[src/rtl/cnn_operand_loader.sv]
// cnn_operand_loader: deserialises a per-frame byte stream onto the CNN operand
// buses, strobes the frame, waits the fixed pipeline latency, captures the
// pooled result and hands it back to the host over valid/ready.
module cnn_operand_loader #(
   parameter int N_IN     = 16,
   parameter int N_K      = 4,
   parameter int DW       = 8,
   parameter int RW       = 16,
   parameter int PIPE_LAT = 3
) (
   input  logic                    Clk,
   input  logic                    Rst,
   input  logic [DW-1:0]           S_Data,
   input  logic                    S_Valid,
   input  logic                    S_Last,
   output logic                    S_Ready,
   output logic [N_IN*DW-1:0]      In_Bus,
   output logic [N_K*N_IN*DW-1:0]  W_Bus,
   output logic                    Frame_Valid,
   input  logic [RW-1:0]           Res_In,
   output logic [RW-1:0]           Result,
   output logic                    Result_Valid,
   input  logic                    Result_Ready,
   output logic                    Frame_Err
);

   localparam int TOTAL = N_IN * (N_K + 1);
   localparam int CW    = $clog2(TOTAL);
   localparam int LW    = (PIPE_LAT > 1) ? $clog2(PIPE_LAT) : 1;
   localparam logic [CW-1:0] LAST_IDX = CW'(TOTAL - 1);

   typedef enum logic [1:0] {FILL, ISSUE, WAIT, HOLD} state_e;

   state_e                     state_q, state_d;
   logic [CW-1:0]              cnt_q, cnt_d;
   logic [LW-1:0]              lat_q, lat_d;
   logic                       s_ready_q, s_ready_d;
   logic                       frame_valid_q, frame_valid_d;
   logic                       frame_err_q, frame_err_d;
   logic [RW-1:0]              result_q, result_d;
   logic                       result_valid_q, result_valid_d;
   // One flat operand store: slots 0..N_IN-1 are inputs, the rest are
   // weights in kernel-major order, so the byte index is the slot index.
   logic [TOTAL-1:0][DW-1:0]   ops_q, ops_d;
   logic                       accept;

   // s_ready_q is only ever high in FILL, so it alone qualifies a byte.
   assign accept = S_Valid & s_ready_q;

   // Next-state, byte placement, latency count and result capture.
   always_comb begin
      state_d        = state_q;
      cnt_d          = cnt_q;
      lat_d          = lat_q;
      s_ready_d      = s_ready_q;
      frame_valid_d  = 1'b0;
      frame_err_d    = 1'b0;
      result_d       = result_q;
      result_valid_d = result_valid_q;
      ops_d          = ops_q;
      case (state_q)
         FILL: begin
            s_ready_d = 1'b1;
            if (accept) begin
               ops_d[cnt_q] = S_Data;
               if (cnt_q == LAST_IDX) begin
                  cnt_d = '0;
                  if (S_Last) begin
                     state_d       = ISSUE;
                     frame_valid_d = 1'b1;
                     s_ready_d     = 1'b0;
                  end else begin
                     frame_err_d = 1'b1;
                  end
               end else if (S_Last) begin
                  // Early end of frame: restart, leave partial writes in place.
                  cnt_d       = '0;
                  frame_err_d = 1'b1;
               end else begin
                  cnt_d = cnt_q + 1'b1;
               end
            end
         end
         ISSUE: begin
            lat_d   = LW'(PIPE_LAT - 1);
            state_d = WAIT;
         end
         WAIT: begin
            if (lat_q == '0) begin
               result_d       = Res_In;
               result_valid_d = 1'b1;
               state_d        = HOLD;
            end else begin
               lat_d = lat_q - 1'b1;
            end
         end
         HOLD: begin
            if (result_valid_q && Result_Ready) begin
               result_valid_d = 1'b0;
               s_ready_d      = 1'b1;
               state_d        = FILL;
            end
         end
         default: state_d = FILL;
      endcase
   end

   // State registers; reset wipes any frame in progress and all outputs.
   always_ff @(posedge Clk) begin
      if (!Rst) begin
         state_q        <= FILL;
         cnt_q          <= '0;
         lat_q          <= '0;
         s_ready_q      <= 1'b0;
         frame_valid_q  <= 1'b0;
         frame_err_q    <= 1'b0;
         result_q       <= '0;
         result_valid_q <= 1'b0;
         ops_q          <= '0;
      end else begin
         state_q        <= state_d;
         cnt_q          <= cnt_d;
         lat_q          <= lat_d;
         s_ready_q      <= s_ready_d;
         frame_valid_q  <= frame_valid_d;
         frame_err_q    <= frame_err_d;
         result_q       <= result_d;
         result_valid_q <= result_valid_d;
         ops_q          <= ops_d;
      end
   end

   assign S_Ready      = s_ready_q;
   assign Frame_Valid  = frame_valid_q;
   assign Frame_Err    = frame_err_q;
   assign Result       = result_q;
   assign Result_Valid = result_valid_q;
   assign In_Bus       = ops_q[N_IN-1:0];
   assign W_Bus        = ops_q[TOTAL-1:N_IN];

endmodule
[config.mk]
export PLATFORM = sky130hd
export DESIGN_NAME = cnn_operand_loader
export DESIGN_NICKNAME = d
export VERILOG_FILES = /design/src/rtl/cnn_operand_loader.sv
export SDC_FILE = /design/constraint.sdc
export NUM_CORES = 1
export LEC_CHECK = 0
export ABC_AREA = 1
export CAP_MARGIN = 20
export CORE_AREA = 10 10 260 262
export CTS_BUF_LIST = sky130_fd_sc_hd__clkbuf_4 sky130_fd_sc_hd__clkbuf_8
export DETAILED_ROUTE_END_ITERATION = 16
export DIE_AREA = 0 0 270 272
export PLACE_DENSITY = 0.68
export SETUP_SLACK_MARGIN = 0.3
export SLEW_MARGIN = 10
export SYNTH_ARGS = -nofsm -noshare
export SYNTH_HDL_FRONTEND = slang
export SYNTH_SLANG_ARGS = --single-unit
[constraint.sdc]
create_clock -name Clk -period 3.3 [get_ports Clk]
set_input_delay 0.66 -clock Clk [delete_from_list [all_inputs] [get_ports Clk]]
set_output_delay 0.66 -clock Clk [all_outputs]
set_load 0.02 [all_outputs]
; ---- Word-level counts from Yosys, hierarchy flattened
; Index checks and enable logic that the tools add are counted.
[totals]
regBits = 671
elab_cells = 141
out_inout_bits = 660
input_bits = 29
[classes]
add_sub_neg = 2
mux = 23
bitwise_logic = 1
n_reduce_logical = 15
magnitude_cmp = 2
eq_ne = 10
[op_table]
columns = operator, count
row1 = 640-bit bitwise mux, 1
row2 = 8-bit demux with 7-bit select, 1
row3 = 7-bit two-way mux, 2
row4 = 2-bit two-way mux, 6
row5 = 2-bit != test (second input constant), 6
row6 = 7-bit by 8-bit < comparator with 1-bit output (second input constant), 1
row7 = 1-bit two-way mux, 8
row8 = 8-bit two-way mux, 1
row9 = 2-bit one-hot mux with 4 select lines, 1
row10 = 2-bit AND reduction, 4
row11 = 7-bit by 1-bit adder with 7-bit output (second input constant), 1
row12 = 7-bit equality test (second input constant), 1
row13 = 7-bit by 1-bit >= comparator with 1-bit output (second input constant), 1
row14 = 3-bit AND reduction, 2
row15 = 2-bit nonzero test, 3
row16 = 5-bit AND reduction, 1
row17 = 2-bit equality test (second input constant), 2
row18 = 2-bit zero test, 2
row19 = 1-bit one-hot mux with 2 select lines, 2
row20 = 2-bit one-hot mux with 2 select lines, 1
row21 = 4-bit AND reduction, 1
row22 = 2-bit by 1-bit equality test with 1-bit output (second input constant), 1
row23 = 1-bit logical AND, 2
row24 = 2-bit by 1-bit subtractor with 2-bit output (second input constant), 1
row25 = 1-bit AND, 1

; ---- Depth between registers and ports, before layout
; Gate-level depths: netlist of run 1.
[logic_depth]
depth_word = 5
depth_mapped = 10

; ---- Worst setup path after synthesis of run 1
; No wires, ideal clock.
[synth_timing]
path_type = input -> register
start = input S_Valid
end = register ops_q (netlist bit W_Bus[127])
arrival_ns = 1.687
path_slack_ns = 1.481
stages = 8
n_path_buf = 1
t_required_ns = 3.168
cell_sequence = nand2_2 nor2_8 nand2_1 buf_4 nor2_4 nand2_1 nand2_1 a21oi_1
[synth_between]
elab_chain_cells = 2
[synth_lines]
columns = item, line_no
row1 = "start, declared", 14  ; input logic S_Valid,
row2 = 1-bit AND, 48  ; assign accept = S_Valid & s_ready_q;
row3 = 2-bit AND reduction (no line), n/a
row4 = "end signal, assigned", 129  ; ops_q <= ops_d;
row5 = "end, declared", 44  ; logic [TOTAL-1:0][DW-1:0] ops_q, ops_d;
; Every way passes these cells.
; A chain may end at the register's enable or synchronous reset.

; ---- Worst setup path in the final report of run 1
[layout_timing]
start = register ops_q (netlist bit W_Bus[141])
end = output W_Bus[141]
[layout_rtl]
columns = item, line_no
row1 = "end, declared", 18  ; output logic [N_K*N_IN*DW-1:0] W_Bus,
; No word-level cell between the ends.

==> summary.txt, run 1 <==
Floorplanning
  • Starting Density: 38.95%
  • CORE AREA: 62,500 um2
  • FP Rows: 92
  • Die width: 270 um
  • Die area: 73,440 um2
  • Die Y: 272 um
  • I/O pin total: 689

Setup path
  • Slowest cell on the critical path: clkdlybuf4s50_1
  • Critical path, cell by cell: clkdlybuf4s50_1
  • Setup crit start kind: register
  • Required @ worst endpoint: 2640 ps
  • Kind of critical path: reg -> out
  • Crit path arrival time: 1850 ps
  • Worst Setup End Kind: primary output
  • Delay-heaviest family, CP: buffers and inverters
  • CP Max Fanout: 2
  • CP Buf/Inv Count: 1
  • Crit path largest cell delay: 670 ps

Clock network
  • Root buf cell: clkbuf_8
  • Buffer count from post-CTS setup fixing: 0
  • Reg clk slew, reported paths: 60 ps
  • CTS H-tree depth: 3
  • CTS Sinks: 671
  • Cts hold-fix bufs: 0
  • Clock buffer depth: 3
  • Worst skew pair latency: 750 ps
  • Cts bufs inserted: 109
  • TritonCTS clock tree: done
  • Resized cells post-CTS: 0

Final layout
  • Utilization after layout: 55.00%
  • Post-route insts no fill: 4,704
  • Number of nets in the layout: 3,802
  • Leading cell type in the layout, fill and taps excluded: nor2_1
  • Filler cells: 5,839
  • Share of cells above drive strength 1: 10.37%
  • Multi-input logic area: 9364 um2
  • Area added between synthesis and finish: 41.18%
  • FF/Latch Area: 13,430 um2
  • Commonest cells after routing, fill and taps aside: nor2_1, clkdlybuf4s50_1, dfxtp_1

Placed design
  • IO Port Bufs: 688
  • Placed insts: 4,501
  • Dpl hpwl: 69.98 mm
  • RePlAce Congestion: 0.8481

STA
  • Setup TNS: 0 ps
  • Fin crit period: 2511 ps
  • Worst-Margin Slew: 940.5 ps
  • Final-report setup violation count: 0
  • RSZ-0062 raised after global routing: false
  • Rel. slew slack: 37.30%
  • Clock Skew: 59.42 ps
  • Final Slew Violations: 0
  • Final hold slack: 394.7 ps
  • Fmax achieved: 0.3983 GHz
  • Period utilisation layout: 76.08%
  • Hold Fails Final Rpt: 0

Power
  • Final Power: 17,480 uW
  • Leakage power: 0.01316 uW
  • Psw: 4490 uW
  • Pwr Density: 508.5 nW/um2
  • Clock power share: 44.4%
  • Worst VDD drop: 362.4 uV
  • Switching part of the total power: 25.69%
  • Gate power share: 8.2%
  • Sequential power share: 47.5%
  • Internal power: 12,990 uW

Detailed routing
  • Detailed-route wire length per cell: 21.48 um
  • Vias: 23.54k
  • Drt drc: 0
  • Detailed Route Iter0 Violations: 2,067
  • WL final: 101.1 mm
  • Via density: 5.004
  • Pre-antenna DRT Iters: 7
  • Antenna Nets Post-Route: 0

GRT
  • Initial antenna violation count: 4
  • Remaining Overflow, GRT: 0
  • Total Routing Usage GR: 26.09%
  • Largest net degree at the start of global routing: 176
  • First-pass GRT wire length: 148.0 mm
  • Vias in the first global route: 22.58k

Logic synthesis
  • Area leader, netlist: dfxtp_1
  • #FFs+latches synth: 671
  • Post-Synthesis Cells: 3,108
  • Largest cells by area after synthesis: dfxtp_1, o21ai_0, nor2_1, a21oi_1, inv_1
  • Syn_area_per_cell: 7.834 um2
  • Sequential area share after synthesis: 55.17%
  • Synthesized area: 24,350 um2
  • Syn_nets: 3,144
  • Netlist cell types: 25
  • Synth Warn #: 0
  • Area share of the largest cell type after synthesis: 55.17%

Worst hold path
  • Worst hold path class: in -> reg

Run
  • Max_cap viols: 0

Outcome
  • Status: finished, final reports clean
## final timing paths
path	start	end	slack, ps	cells past startpoint
min reg2reg	W_Bus[211]$_SDFFE_PN0P_	W_Bus[211]$_SDFFE_PN0P_	440	2
max	W_Bus[141]$_SDFFE_PN0P_	W_Bus[141]	790	1
max reg2reg	state_q[0]$_SDFFE_PN0P_	W_Bus[448]$_SDFFE_PN0P_	860	9
min	Rst	W_Bus[134]$_SDFFE_PN0P_	390	3
## state kept, by name, summed over array words and instances (netlist names), 2 cells and up
name,flops
In_Bus,128
cnt_q,7
state_q,2
W_Bus,512
Result,16
lat_q,2
## power by group through the flow
stage	Sequential (uW)	Clock, uW	Combinational (uW)
2_1_floorplan	8580	0	708
3_3_place_gp	8470	0	1410
3_5_place_dp	8470	0	1420
4_1_cts	8300	7880	1430
5_1_grt	8310	8250	1540
6_report	8300	7750	1430
## cell usage after synthesis
cell type and count:
nand3_4 2, nand3_2 6, clkbuf_1 141, dfxtp_1 671, xor2_1 4, nor3_1 101
nand2_2 1, buf_2 21, nand2_1 166, inv_2 28, ha_1 7, o21ai_0 581
buf_4 4, buf_1 27, nor2_8 1, clkinv_1 13, inv_1 169, nor2_2 23
nand3_1 38, nand4_1 33, nor2_4 9, or2_2 65, nor2_1 769, a21oi_1 227
nor3_2 1
## routing by layer
layer,vias up,share of wire [%],GRT usage [%]
li1,11440,-,-
met1,11030,41,31.02
met2,923,46,42.06
met3,155,10,9.788
met4,0,3.4,10.53
met5,-,0,0
## cell type report
| class | count | share of cell area, % |
|---|---|---|
| flip-flops and latches | 671 | 39.08 |
| multi-input cells | 2034 | 27.24 |
| repair buffers | 740 | 21.34 |
| clock buffers | 180 | 6.424 |
| well taps | 846 | 3.079 |
| inverters | 210 | 2.293 |
| clock inverters | 21 | 0.5278 |
| diodes | 2 | 0.01456 |
## stage by stage
| step | cell area [um2] | setup WS [ps] |
|---|---|---|
| after global placement | 31980 | 414.7 |
| final | 34380 | 789.5 |
| after global routing | 34370 | 622.4 |
| after floorplan | 24350 | 1481 |
| after CTS | 34370 | 726.4 |
| after detailed placement | 31980 | 373.3 |
## worst min-delay path, cell delays in order
cell	delay [ps]
buf_8	220
o21ai_0	140
nor2_1	40
## cell families (layout without fill, tap and decap cells)
kind of cell / Yosys count / in the layout / share of synthesized area [%]
DFF: 671 / 671 / 55.17
and+or+nand+nor: 1215 / 1215 / 21.34
buffers and inverters: 403 / 1151 / 6.382
xor gates and xnor gates: 4 / 4 / 0.1439
AOI/OAI and AO/OA: 808 / 808 / 16.61
adders and majority gates: 7 / 7 / 0.3597
other: 0 / 2 / 0
No activity file was read; power rests on OpenSTA's default activity.
==> run 2: changes to the inputs <==
- CORE_AREA: 10 10 260 262 -> 10 10 262 264
- DIE_AREA: 0 0 270 272 -> 0 0 272 274
- PLACE_DENSITY: 0.68 -> 0.67
- clock period: 3.3 -> 2.4 ns (I/O delays scaled with it)
==> summary.txt, run 2 (same netlist as run 1, synthesis figures left out) <==
STA
  • Fin crit period: 2080 ps
  • Rel. slew slack: 48.86%
  • Final Slew Violations: 0
  • Final-report setup violation count: 0
  • Clock Skew: 48.57 ps
  • Setup ws final: 320.4 ps
  • Hold Fails Final Rpt: 0
  • Worst-Margin Slew: 766.0 ps
  • Final hold slack: 171.4 ps
  • Period utilisation layout: 86.65%
  • RSZ-0062 raised after global routing: true
  • Fmax achieved: 0.4809 GHz

Placed design
  • Placed insts: 4,592
  • RePlAce Congestion: 0.8570
  • IO Port Bufs: 688
  • Post-Place Worst Slack: -72.44 ps
  • Dpl hpwl: 71.38 mm

Outcome
  • Status: finished, final reports clean

Worst hold path
  • Worst hold path class: in -> reg
  • Hold depth: 3
  • Hold Startpoint: S_Data[0]
  • Hold path endpoint: W_Bus[24]$_SDFFE_PN0P_

Detailed routing
  • Vias: 23.88k
  • WL final: 102.2 mm
  • Pre-antenna DRT Iters: 5
  • Detailed-route wire length per cell: 21.30 um
  • Via density: 4.979
  • Antenna Nets Post-Route: 0
  • Detailed Route Iter0 Violations: 2,019
  • Drt drc: 0

Setup path
  • Worst r2r src: cnt_q[1]$_SDFFE_PN0P_
  • Worst-case reg-to-reg path depth: 6
  • Reg2Reg Setup Slack: 320 ps
  • Critical R2R Capture: In_Bus[0]$_SDFFE_PN0P_
  • Slowest cell on the critical path: nor2_1
  • Crit path arrival time: 2660 ps
  • Critical path, cell by cell: nor2_1 -> nand2_1 -> clkinv_1 -> nand2_1 -> o21ai_0 -> nor2_1
  • Kind of critical path: reg -> reg
  • Required @ worst endpoint: 2980 ps
  • Worst Setup End Kind: register
  • CP Max Fanout: 10
  • Crit path largest cell delay: 510 ps
  • Setup crit start kind: register

Final layout
  • Share of cells above drive strength 1: 12.92%
  • Area added between synthesis and finish: 42.83%
  • Post-route insts no fill: 4,797
  • FF/Latch Area: 13,440 um2
  • Leading cell type in the layout, fill and taps excluded: nor2_1
  • Number of nets in the layout: 3,885
  • Max reg flops: 512
  • Utilization after layout: 54.64%
  • Commonest cells after routing, fill and taps aside: nor2_1, dfxtp_1, dlygate4sd2_1
  • Multi-input logic area: 9455 um2
  • Filler cells: 6,182

Power
  • Final Power: 24,360 uW
  • Leakage power: 0.01770 uW
  • Pwr Density: 700.5 nW/um2
  • Worst VDD drop: 432.6 uV

GRT
  • First-pass GRT wire length: 149.4 mm
  • Largest net degree at the start of global routing: 192
  • Remaining Overflow, GRT: 0
  • Vias in the first global route: 22.90k
  • Total Routing Usage GR: 26.02%
  • Initial antenna violation count: 2

Floorplanning
  • Die area: 74,530 um2
  • Die width: 272 um
  • Starting Density: 38.25%
  • I/O pin total: 689
  • CORE AREA: 63,650 um2
  • FP Rows: 93
  • Die Y: 274 um

Run
  • Max_cap viols: 0

Clock network
  • Cts bufs inserted: 109
  • TritonCTS clock tree: done
  • Clock buffer depth: 3
  • Root buf cell: clkbuf_8
  • CTS H-tree depth: 3
  • Worst skew pair latency: 740 ps
  • Reg clk slew, reported paths: 60 ps
  • CTS Sinks: 671
==> run 2: cell types whose count changed in the layout (fill, tap and decap cells not counted), sizes merged, moves of 2 or more <==
cell           previous run  this run
clkinv                   29        32
clkdlybuf4s15             0         2
clkdlybuf4s50           679        19
buf                      61       143
dlymetal6s2s              0        61
inv                     200       197
bufinv                    1         3
dlygate4sd2               0       596
==> run 2: where the power goes <==
group / internal [uW] / switching, uW
clock network: 6180 / 4760
registers: 11300 / 106
logic: 627 / 1390
total: 18100 / 6250
==> run 2: timing repair <==
action / in CTS / in global routing
pin swaps: 0 / 2
hold endpoints to repair: 0 / 0
gates cloned: 0 / 1
setup endpoints to repair: 738 / 410
buffers inserted: 0 / 0
resized for setup: 601 / 101
hold buffers: 0 / 0
==> run 2: worst max path at each step <==
stage	startpoint	end	slack (ps)	cells past startpoint
after floorplan	state_q[0]$_SDFFE_PN0P_	W_Bus[127]$_SDFFE_PN0P_	620	10
after global placement	S_Valid	In_Bus[49]$_SDFFE_PN0P_	-10	9
after detailed placement	S_Valid	W_Bus[205]$_SDFFE_PN0P_	-70	9
after CTS	W_Bus[155]$_SDFFE_PN0P_	W_Bus[155]	210	1
after global routing	cnt_q[2]$_SDFFE_PN0P_	In_Bus[0]$_SDFFE_PN0P_	230	6
final	cnt_q[1]$_SDFFE_PN0P_	In_Bus[0]$_SDFFE_PN0P_	320	6
==> run 2: per-layer routing <==
metal	routed length [um]	track usage, %	vias up	part of all wire (%)
met3	10430	9.757	177	10
met5	7	0	-	0.0069
met1	40770	30.54	11100	40
met4	3551	10.47	2	3.5
li1	-	-	11630	-
met2	47430	42.47	975	46
==> run 2: per-stage QoR <==
stage	area, um2	TNS [ps]
detailed placement	32810	-2430
global route	34780	0
global placement	32810	-139.8
floorplan	24350	0
finish	34780	0
CTS	34510	0
==> run 2: area by class of cell <==
type / instances / area share (%)
Clock buffer: 180 / 6.386
Antenna cell: 1 / 0.007196
Multi-Input combinational cell: 2035 / 27.19
Clock inverter: 23 / 0.6476
Timing Repair Buffer: 822 / 21.77
Tap cell: 855 / 3.076
Sequential cell: 671 / 38.64
Inverter: 210 / 2.285
==> run 2: worst max-delay path, delay by kind of cell (launching register included) <==
kind / cells / cell delay [ps]
flip-flops: 1 / 350
buffers and inverters: 1 / 280
AND/OR/NAND/NOR: 4 / 1060
AO/OA/AOI/OAI: 1 / 270
